## config.mk

```make
export PLATFORM = sky130hd
export DESIGN_NAME = nibble_mux_serializer
export DESIGN_NICKNAME = d
export VERILOG_FILES = /design/src/rtl/nibble_ser_pkg.sv /design/src/rtl/nibble_mux_serializer.sv
export SDC_FILE = /design/constraint.sdc
export NUM_CORES = 1
export LEC_CHECK = 0
export ABC_CLOCK_PERIOD_IN_PS = 1400
export BUFFER_PORTS_ARGS = -buffer_cell sky130_fd_sc_hd__buf_2
export CAP_MARGIN = 40
export CORE_ASPECT_RATIO = 0.9
export CORE_UTILIZATION = 46
export CTS_CLUSTER_DIAMETER = 50
export DETAILED_ROUTE_END_ITERATION = 16
export GPL_TIMING_DRIVEN = 1
export HOLD_SLACK_MARGIN = 0.03
export PLACE_DENSITY = 0.76
export SLEW_MARGIN = 25
export SYNTH_ARGS = -nofsm -noshare
export SYNTH_HDL_FRONTEND = slang
export SYNTH_SLANG_ARGS = --single-unit
```

## constraint.sdc

```tcl
create_clock -name clk -period 1.4 [get_ports clk]
set_input_delay 0.14 -clock clk [delete_from_list [all_inputs] [get_ports clk]]
set_output_delay 0.14 -clock clk [all_outputs]
set_load 0.02 [all_outputs]
```

## src/rtl/nibble_ser_pkg.sv

```systemverilog
// Shared types and constants for the nibble mux serializer.
package nibble_ser_pkg;

  localparam int NUM_W_DEF = 4;

  typedef enum logic [1:0] {
    IDLE  = 2'd0,
    SHIFT = 2'd1,
    PAR   = 2'd2,
    DONE  = 2'd3
  } state_e;

endpackage : nibble_ser_pkg

```

## src/rtl/nibble_mux_serializer.sv

```systemverilog
// Sequencer around an external bit-select mux: walks selection over a loaded word,
// streams mux_y serially and rebuilds/checks the word. Optional parity bit: NIBBLE_SER_PARITY_EN.
module nibble_mux_serializer
  import nibble_ser_pkg::*;
#(
  parameter int NUM_W     = NUM_W_DEF,
  parameter bit MSB_FIRST = 1'b0,
  localparam int SEL_W    = (NUM_W > 1) ? $clog2(NUM_W) : 1
) (
  input  logic             clk,
  input  logic             rst_n,
  input  logic             in_valid,
  output logic             in_ready,
  input  logic [NUM_W-1:0] in_data,
  output logic [NUM_W-1:0] number,
  output logic [SEL_W-1:0] selection,
  input  logic             mux_y,
  output logic             ser_valid,
  input  logic             ser_ready,
  output logic             ser_bit,
  output logic             ser_last,
  output logic [NUM_W-1:0] word_out,
  output logic             word_valid,
  output logic             mismatch
);

  localparam logic [SEL_W-1:0] FIRST_IDX = MSB_FIRST ? SEL_W'(NUM_W - 1) : '0;
  localparam logic [SEL_W-1:0] LAST_IDX  = MSB_FIRST ? '0 : SEL_W'(NUM_W - 1);

  state_e           r_state;
  state_e           w_next;
  logic [NUM_W-1:0] r_number;
  logic [SEL_W-1:0] r_sel;
  logic [NUM_W-1:0] r_word;
  logic             w_at_last;

  assign w_at_last = (r_sel == LAST_IDX);

  // NOTE: every output and w_next gets a default before the case, so no path
  // through this block can leave a signal unassigned and infer a latch.
  always_comb begin
    w_next     = r_state;
    in_ready   = 1'b0;
    ser_valid  = 1'b0;
    ser_bit    = 1'b0;
    ser_last   = 1'b0;
    word_valid = 1'b0;
    mismatch   = 1'b0;
    case (r_state)
      IDLE: begin
        in_ready = 1'b1;
        if (in_valid) w_next = SHIFT;
      end
      SHIFT: begin
        ser_valid = 1'b1;
        ser_bit   = mux_y;
`ifdef NIBBLE_SER_PARITY_EN
        ser_last  = 1'b0;
        if (ser_ready && w_at_last) w_next = PAR;
`else
        ser_last  = w_at_last;
        if (ser_ready && w_at_last) w_next = DONE;
`endif
      end
      PAR: begin
`ifdef NIBBLE_SER_PARITY_EN
        ser_valid = 1'b1;
        ser_bit   = ^r_word;
        ser_last  = 1'b1;
        if (ser_ready) w_next = DONE;
`else
        w_next = IDLE;
`endif
      end
      DONE: begin
        word_valid = 1'b1;
        mismatch   = (r_word != r_number);
        w_next     = IDLE;
      end
      default: w_next = IDLE;
    endcase
  end

  // NOTE: sequential state uses non-blocking assignments so every register
  // samples pre-edge values regardless of statement order.
  always_ff @(posedge clk or negedge rst_n) begin
    if (!rst_n) begin
      r_state  <= IDLE;
      r_number <= '0;
      r_sel    <= '0;
      r_word   <= '0;
    end else begin
      r_state <= w_next;
      case (r_state)
        IDLE: begin
          if (in_valid) begin
            r_number <= in_data;
            r_sel    <= FIRST_IDX;
            r_word   <= '0;
          end
        end
        SHIFT: begin
          if (ser_ready) begin
            r_word[r_sel] <= mux_y;
            // Selection stops on the last index rather than wrapping.
            if (!w_at_last) r_sel <= MSB_FIRST ? r_sel - 1'b1 : r_sel + 1'b1;
          end
        end
        default: ;
      endcase
    end
  end

  assign number    = r_number;
  assign selection = r_sel;
  assign word_out  = r_word;

endmodule : nibble_mux_serializer
```

==> impl_metrics.json <==
{
  "yosys.area_share.simple_pct": 24.17,
  "r2r_cells": 4,
  "hold_start": "in_data[2]",
  "synth-compound-area-share_pct": 6.089,
  "yosysTopAreaCell": "dfrtp_1",
  "tightest_slew_ns": 0.3965,
  "synthMuxAreaShare_pct": 10.33,
  "antenna_found_initial": 0,
  "period_minus_slack_ns": 1.546,
  "syn_inst": 65,
  "drive_gt1_share_pct": 51.82,
  "die_area_um2": 1632,
  "grt_start_max_net_pins": 13,
  "die_y_um": 38.43,
  "synthToLayoutAreaGrowth_pct": 48.52,
  "setup_viol": 1,
  "synth_xor_area_share_pct": 5.166,
  "vias": 637,
  "hold_class": "primary input to flip-flop",
  "portBuffers": 24,
  "grt_use_total_pct": 22.79,
  "diodes": 0,
  "r2r_end": "number[0]",
  "grt_pass1_wl_mm": 2.766,
  "gp_congestion": 0.7674,
  "first_global_vias": 629,
  "critPathTopFamily": "compound AO/OA/AOI/OAI gates",
  "ir_drop_v": 0.001129,
  "io_pins": 25,
  "crit_chain": "xor2_1, o41a_1, buf_6",
  "p_leak_nw": 0.5146,
  "synth_nets": 78,
  "die-width_um": 42.47,
  "via_per_inst": 5.137,
  "post_dp_cell_area_um2": 838.3,
  "synth_warnings": 0,
  "worstPathMaxFanout": 2,
  "root_buffer": "clkbuf_4",
  "ys_types": 19,
  "rsz0062_at_grt": "true",
  "fin_tns_setup_ns": -0.1457,
  "outcome": "finished with violations",
  "cts.path.max_buffers": 2,
  "firstDrtPassIters": 4,
  "ant_nets": 0,
  "cp_data_required_time_ns": 1.26,
  "skew_ns": 0.002512,
  "p_per_area_nw_per_um2": 2408,
  "nNetsFinal": 124,
  "rr_startpoint": "r_state[0]",
  "cts_max_level": 1,
  "clk_latency_ns": 0.27,
  "synthTopCellsByArea": "dfrtp_1 (44%), mux2_4 (8.9%), ha_1 (7.4%), nand3_1 (7.4%), xor2_1 (5.2%)",
  "globalRouteOverflowTotal": 0,
  "worst-path-buf-inv": 1,
  "fillers": 92,
  "fmax_mhz": 646.9,
  "violations": "setup timing",
  "hold_ws_ns": 0.1014,
  "drc": 0,
  "hold-path-cell-count": 2,
  "path_class": "flip-flop to output port",
  "cts_tree": "built",
  "cts.clk_slew.worst_paths_ns": 0.08,
  "ys_seq_area_share_pct": 44.28,
  "core_um2": 1306,
  "routed_wirelength_mm": 1.698,
  "hold_viol": 0,
  "fin_crit_sh_pct": 110.4,
  "dr.first_iter.drc_count": 8,
  "clock-sinks": 12,
  "final_cell_area_um2": 1007,
  "avgSynthCellArea_um2": 10.43,
  "endpoint_kind": "output port",
  "synthAdderAreaFrac_pct": 7.380,
  "post_drt_wl_per_cell_um": 13.69,
  "synth.top_cell.area_share_pct": 44.28,
  "synth_top_family_by_area": "simple AND/OR/NAND/NOR gates",
  "dp_hpwl_mm": 1.098,
  "syn_area_um2": 678.2,
  "fin_ws_ns": -0.1457,
  "crit_slowest_cell": "o41a_1",
  "numCtsBuffers": 3,
  "cap_violations": 0,
  "start_util_pct": 51.92,
  "critPathMaxStageDelay_ns": 0.43,
  "finalPower_mw": 2.426,
  "crit_arrival_ns": 1.41,
  "r2r_slack_ns": 0.08,
  "std_cell_rows": 12,
  "start_kind": "flip-flop",
  "yosys_register_bits": 12,
  "drv_slew": 0,
  "min_delay_worst_endpoint": "number[2]",
  "slew_headroom_pct": 73.04,
  "final_util_pct": 77.11
}
per-layer routing:
layer / GRT usage [%] / routed length (µm)
met5: 0 / 0
met4: 0 / 0
met3: 4.717 / 63
met2: 47.31 / 887
met1: 25.60 / 747
cell type report:
| class | count | area (µm²) | share of cell area (%) |
|---|---|---|---|
| multi-input cells | 49 | 371.6 | 36.89 |
| inverters | 2 | 7.507 | 0.7453 |
| repair buffers | 43 | 271.5 | 26.96 |
| flip-flops and latches | 12 | 302.8 | 30.06 |
| well taps | 14 | 17.52 | 1.739 |
| clock buffers | 4 | 36.28 | 3.602 |
cell usage in the layout, fill, tap and decap left out:
master	synthesis	routed
clkbuf_4	0	3
ha_2	0	1
nor2_2	0	1
nand3_1	10	10
xor2_1	4	4
and2_4	1	1
nand3b_1	4	4
and4b_1	1	1
dfrtp_1	12	10
inv_1	2	2
nand2_1	4	4
mux2i_2	0	1
dfrtp_2	0	2
buf_2	2	23
mux2_4	4	4
dlygate4sd3_1	0	1
nor2_1	3	2
clkbuf_8	0	1
nor3b_1	1	1
nor2b_2	0	1
o41a_1	1	1
and3_1	1	1
buf_6	0	1
buf_4	0	18
o21ai_1	6	6
ha_1	4	3
and2_1	3	3
flip-flops by register name, indices dropped and copies added, names as in the netlist:
register,count
r_state,2
number,4
word_out,4
selection,2
cell usage after synthesis (all sizes together):
cell type	n
and2	4
and3	1
and4b	1
buf	2
dfrtp	12
ha	4
inv	2
mux2	4
mux2i	1
nand2	4
nand3	10
nand3b	4
nor2	3
nor2b	1
nor3b	1
o21ai	6
o41a	1
xor2	4
worst register-to-register path, cell delays in order, from the launching register on:
cell	delay, ns
dfrtp_2	0.45
buf_4	0.15
nor2_2	0.11
and2_4	0.20
mux2_4	0.31
worst max path at each step:
stage / from / to / cells after the start
2_1_floorplan: r_state[0] / number[0] / 3
3_3_place_gp: word_out[2] / mismatch / 3
3_5_place_dp: r_state[0] / word_out[0] / 3
4_1_cts: word_out[1] / mismatch / 3
5_1_grt: word_out[1] / mismatch / 3
6_report: word_out[1] / mismatch / 3
power breakdown:
| part | leakage, nW | internal (mW) | switching, mW | total [mW] |
|---|---|---|---|---|
| Combinational | 0.356 | 0.744 | 0.763 | 1.51 |
| Sequential | 0.138 | 0.511 | 0.129 | 0.641 |
| Clock | 0.0210 | 0.158 | 0.120 | 0.278 |
kinds of logic (layout without fill, tap and decap cells):
family | count (synthesis) | after routing
xor+xnor | 4 | 4
flops | 12 | 12
fa+ha+maj | 4 | 4
mux | 5 | 5
simple gates | 29 | 29
compound gates | 7 | 7
buf+inv | 4 | 49
through the flow:
step	std cells	setup WS (ns)
global placement	105	0.1366
detailed placement	105	0.06828
global route	124	-0.1857
CTS	119	-0.1390
finish	124	-0.1457
floorplan	65	0.1075
timing repair:
action	in CTS	in global routing
pin swaps	2	0
setup buffers	9	5
resized for setup	5	2
hold buffers	1	0
hold endpoints to repair	12	0
endpoints found under the setup margin	4	6
Note: power is estimated with default switching activity, not from simulation.
